$ cat config.mk
export PLATFORM = sky130hd
export DESIGN_NAME = mdio_master_if
export DESIGN_NICKNAME = d
export VERILOG_FILES = /design/src/rtl/mdio_master_if.sv
export SDC_FILE = /design/constraint.sdc
export NUM_CORES = 1
export LEC_CHECK = 0
export BUFFER_PORTS_ARGS = -buffer_cell sky130_fd_sc_hd__buf_2
export CORE_ASPECT_RATIO = 1.1
export CORE_MARGIN = 2
export CORE_UTILIZATION = 45
export DETAILED_ROUTE_END_ITERATION = 6
export HOLD_SLACK_MARGIN = 0.1
export PLACE_DENSITY = 0.64
export SYNTH_ARGS = -nofsm -noshare
export SYNTH_HDL_FRONTEND = slang
export SYNTH_SLANG_ARGS = --single-unit
$ cat constraint.sdc
create_clock -name clk -period 2.2 [get_ports clk]
set_input_delay 0.22 -clock clk [delete_from_list [all_inputs] [get_ports clk]]
set_output_delay 0.22 -clock clk [all_outputs]
set_load 0.03 [all_outputs]
$ cat src/rtl/mdio_master_if.sv
// mdio_master_if: clause-22 MDIO initiator, one complete 64-bit MDC/MDIO frame per command.
// Optional build macro MDIO_MASTER_TA_CHECK_EN: flag reads whose turnaround sample was not driven low.
module mdio_master_if #(
    parameter int unsigned CLK_DIV = 10
) (
    input  logic        clk,
    input  logic        rst,
    output logic        mdc_o,
    input  logic        mdio_i,
    output logic        mdio_o,
    output logic        mdio_oe,
    input  logic        cmd_valid,
    output logic        cmd_ready,
    input  logic        cmd_write,
    input  logic [4:0]  cmd_phy,
    input  logic [4:0]  cmd_reg,
    input  logic [15:0] cmd_wdata,
    output logic        rsp_valid,
    output logic [15:0] rsp_rdata,
    output logic        rsp_error,
    output logic        busy
);
    // state    | meaning
    // ST_IDLE  | bus released, MDC parked low, ready for a command
    // ST_FRAME | shifting the 64 frame bits, MDC toggling
    // ST_DONE  | one-cycle response pulse, then back to idle
    typedef enum logic [1:0] {
        ST_IDLE  = 2'd0,
        ST_FRAME = 2'd1,
        ST_DONE  = 2'd2
    } state_t;

    localparam logic [7:0] DIV_TC = 8'(CLK_DIV - 1);

    state_t      state_q;
    logic [7:0]  div_q;
    logic [5:0]  bit_q;
    logic [63:0] sh_q;
    logic        write_q;
    logic [15:0] rd_sh_q;
    logic [15:0] rdata_q;
    logic        mdc_q;
    logic        oe_q;
    logic        ready_q;
    logic        valid_q;
    logic        busy_q;
    logic [63:0] frame_d;
`ifdef MDIO_MASTER_TA_CHECK_EN
    logic        ta_q;
    logic        err_q;
`endif

    // Read frames leave TA and data as ones; those bits are never driven.
    always_comb begin
        frame_d = {32'hFFFF_FFFF, 2'b01, (cmd_write ? 2'b01 : 2'b10), cmd_phy, cmd_reg,
                   (cmd_write ? {2'b10, cmd_wdata} : 18'h3FFFF)};
    end

    always_ff @(posedge clk or negedge rst) begin
        if (!rst) begin
            state_q <= ST_IDLE;
            div_q   <= '0;
            bit_q   <= '0;
            sh_q    <= '1;
            write_q <= 1'b0;
            rd_sh_q <= '0;
            rdata_q <= '0;
            mdc_q   <= 1'b0;
            oe_q    <= 1'b0;
            ready_q <= 1'b0;
            valid_q <= 1'b0;
            busy_q  <= 1'b0;
`ifdef MDIO_MASTER_TA_CHECK_EN
            ta_q    <= 1'b0;
            err_q   <= 1'b0;
`endif
        end else begin
            valid_q <= 1'b0;
            case (state_q)
                ST_IDLE: begin
                    mdc_q   <= 1'b0;
                    oe_q    <= 1'b0;
                    ready_q <= 1'b1;
                    if (cmd_valid && ready_q) begin
                        state_q <= ST_FRAME;
                        ready_q <= 1'b0;
                        busy_q  <= 1'b1;
                        oe_q    <= 1'b1;
                        sh_q    <= frame_d;
                        write_q <= cmd_write;
                        div_q   <= DIV_TC;
                        bit_q   <= '0;
                    end
                end
                ST_FRAME: begin
                    // First clk cycle of the MDC high half: sample TA and read data.
                    if (mdc_q && div_q == DIV_TC && bit_q >= 6'd47) begin
                        rd_sh_q <= {rd_sh_q[14:0], mdio_i};
`ifdef MDIO_MASTER_TA_CHECK_EN
                        if (bit_q == 6'd47) ta_q <= mdio_i;
`endif
                    end
                    if (div_q != 8'd0) begin
                        div_q <= div_q - 8'd1;
                    end else begin
                        div_q <= DIV_TC;
                        if (!mdc_q) begin
                            mdc_q <= 1'b1;
                        end else begin
                            mdc_q <= 1'b0;
                            if (bit_q == 6'd63) begin
                                state_q <= ST_DONE;
                                oe_q    <= 1'b0;
                                valid_q <= 1'b1;
                                sh_q    <= '1;
                                if (!write_q) rdata_q <= rd_sh_q;
`ifdef MDIO_MASTER_TA_CHECK_EN
                                err_q   <= !write_q && ta_q;
`endif
                            end else begin
                                bit_q <= bit_q + 6'd1;
                                sh_q  <= {sh_q[62:0], 1'b1};
                                oe_q  <= write_q || (bit_q < 6'd45);
                            end
                        end
                    end
                end
                ST_DONE: begin
                    state_q <= ST_IDLE;
                    ready_q <= 1'b1;
                    busy_q  <= 1'b0;
                end
                default: state_q <= ST_IDLE;
            endcase
        end
    end

    assign mdc_o     = mdc_q;
    assign mdio_o    = sh_q[63];
    assign mdio_oe   = oe_q;
    assign cmd_ready = ready_q;
    assign rsp_valid = valid_q;
    assign rsp_rdata = rdata_q;
    assign busy      = busy_q;
`ifdef MDIO_MASTER_TA_CHECK_EN
    assign rsp_error = err_q;
`else
    assign rsp_error = 1'b0;
`endif
endmodule
==> out/results.txt <==
CP Launch Type: flip-flop
CP Cell Sequence: inv_1 -> ha_1 -> nor3b_4 -> a41oi_4 -> or2_2 -> buf_12 -> o31ai_1
TritonCTS buffer count: 17
CTS Sinks: 118
Post-Syn Area: 5380 um2
WS Path Type: flip-flop to flip-flop
Post-synth top area cell: dfstp_2
NumNets Final: 626
PortBufs: 52
Post-synth EDFFs: 0
Grt ovf: 0
CP peak stage delay: 0.39 ns
Setup Viol. Count Final: 0
Largest net degree at the start of global routing: 67
Internal: 5.92 mW
Syn-to-layout area delta: 25.1%
Pre-CTS WS: 0.0990 ns
Placed cell count: 697
Total GRT Usage: 0.193
Sequential cell fraction of total power: 0.442
Post-synth cell types: 50
Share of cells above drive strength 1: 0.352
Worst skew pair latency: 0.41 ns
Largest cells by area after synthesis: dfstp_2 (31%), dfrtp_1 (25%), o21ai_0 (10%), mux2_2 (5.0%), nor2_1 (3.8%)
Worst path arrival time: 2.36 ns
Max clock buf depth: 2
Max Clk Rate: 0.488 GHz
Clock Skew: 0.0129 ns
Chip width: 108 um
Full die area: 12800 um2
Ports: 54
Crit-path slowest cell: dfrtp_1
First-pass GRT wire length: 19700 um
Register area share after synthesis: 0.564
Setup total negative slack: 0 ns
Number of fill cells: 952
Power, Total: 8.42 mW
Syn nets: 546
Fin Hold WS: 0.113 ns
Clk root buf: clkbuf_16
Final min period: 2.05 ns
Vias per cell: 5.42
Total core area: 11500 um2
CTS tree: yes
RSZ-0062 raised after global routing: false
DIE HEIGHT: 119 um
Post-DP HPWL: 7170 um
Max-cap check violation count: 0
Required time worst endpoint: 2.51 ns
Critical-path maximum fanout: 45
Yosys top cell area share: 0.313
GPL Wtd Cong: 0.831
Syn. warnings: 0
Antenna Nets Post-Route: 0
Fin crit share: 0.931
Antenna violations before repair: 0
H-Tree Depth: 4
Ys async rst share: 1.00
Crit. End Element: flip-flop
Status: completed
Fin cells: 752
Logic pwr share: 0.252
ANT cells: 0
DRC: 0
Final Hold Vio Count: 0
Initial Util: 0.466
Total Wirelength: 11300 um
Worst Hold Class: primary input to flip-flop
WP buf/inv: 2
Cells after Synth: 510
Worst vdd ir: 0.603 mV
FF+latch count, synth: 118
Cell family with the largest share of critical-path delay: simple AND/OR/NAND/NOR gates
Reg clk slew, reported paths: 0.05 ns
Top-count cell post-synth: o21ai_0
Net switching power: 2.51 mW
Mean post-synth cell area: 10.5 um2
Via count: 4074
Initial DRT Pass Iterations: 4
Fin. max-slew vios: 0
Most used flip-flop cell after synthesis: dfstp_2
Setup ws final: 0.152 ns
Drt wl/cell: 15.0 um
Vias in the first global route: 4107
Cell Rows: 41
Synth cell count leaders: o21ai_0 (108), dfstp_2 (64), dfrtp_1 (54), nor2_1 (54), clkbuf_1 (28)
PD cells: 1250 nW/um2
Clock share of power: 0.306
P_leak: 2.91 nW
Sw Share: 0.298
Iteration-0 DRC Markers: 254
[stage by stage]
| stage | util | cell area (um2) |
|---|---|---|
| 2_1_floorplan | - | 5380 |
| 3_3_place_gp | 0.513 | 5920 |
| 3_5_place_dp | 0.513 | 5920 |
| 4_1_cts | 0.582 | 6710 |
| 5_1_grt | 0.583 | 6730 |
| 6_report | 0.583 | 6730 |
[cells by family (layout without fill, tap and decap cells)]
| kind of cell | Yosys count | after routing | share of synthesized area |
|---|---|---|---|
| buf+inv | 49 | 141 | 0.0400 |
| xor+xnor | 1 | 1 | 0.00163 |
| simple gates | 122 | 122 | 0.115 |
| other cells | 1 | 1 | 0.000697 |
| flops | 118 | 118 | 0.564 |
| mux | 37 | 37 | 0.0838 |
| compound gates | 177 | 177 | 0.183 |
| fa+ha+maj | 5 | 5 | 0.0116 |
[state kept, by name, summed over array words and instances, names as in the netlist, 2 cells and up]
signal,count
rd_sh_q,16
bit_q,6
state_q,2
sh_q,64
rsp_rdata,16
div_q,8
[power groups by stage]
stage                     Combinational [mW]  Clock (mW)  Sequential (mW)
after floorplan                         1.46           0             3.70
after global placement                  2.01           0             3.70
after detailed placement                2.09           0             3.73
after CTS                               2.14        2.64             3.72
after global routing                    2.46        2.74             3.83
final                                   2.13        2.58             3.72
[final timing paths]
| check | from | to | slack (ns) | depth (start not counted) |
|---|---|---|---|---|
| worst max-delay path | div_q[1]$_DFFE_PN0P_ | sh_q[18]$_DFFE_PN1P_ | 0.15 | 7 |
| worst min-delay path | cmd_reg[4] | sh_q[22]$_DFFE_PN1P_ | 0.11 | 3 |
| worst max register to register | div_q[1]$_DFFE_PN0P_ | sh_q[18]$_DFFE_PN1P_ | 0.15 | 7 |
| worst min register to register | sh_q[28]$_DFFE_PN1P_ | sh_q[28]$_DFFE_PN1P_ | 0.47 | 2 |
| max in group asynchronous | rst | sh_q[27]$_DFFE_PN1P_ | 1.22 | 3 |
| min in group asynchronous | rst | rsp_rdata[9]$_DFFE_PN0P_ | 0.32 | 2 |
[placed cells by master, fill, tap and decap left out, types with 10 or more instances in the layout]
cell type and instances:
o21ai_0 108, dfstp_2 64, nor2_1 54, dfrtp_1 54, buf_2 51, mux2_2 24, dlygate4sd3_1 23, o21ai_1 21
buf_4 19, nand2_1 18, clkbuf_16 17, o22ai_1 16, nor3_1 15, inv_1 11, o31ai_1 11, mux2_4 10
[worst min-delay path, cell delays in order]
cell,delay (ns)
buf_2,0.10
nor2_1,0.10
o31ai_1,0.08
[final cells by class]
class | count | area [um2] | area share
clock buffers | 27 | 513 | 0.0763
clock inverters | 4 | 45.0 | 0.00670
inverters | 11 | 41.3 | 0.00614
multi-input cells | 343 | 2160 | 0.321
flip-flops and latches | 118 | 3030 | 0.451
well taps | 150 | 188 | 0.0279
repair buffers | 99 | 748 | 0.111
[per-layer routing]
metal	up-vias	wire length (um)	GRT usage
li1	1968	-	-
met1	2010	5180	0.267
met2	78	5520	0.288
met3	18	412	0.0590
met4	0	200	0.0681
met5	-	0	0
[timing repair]
action	CTS	global route
endpoints found under the setup margin	0	26
hold buffers	23	0
buffers inserted	0	1
resized for setup	0	1
hold endpoints to repair	26	0
(Power assumes the default switching activity.)
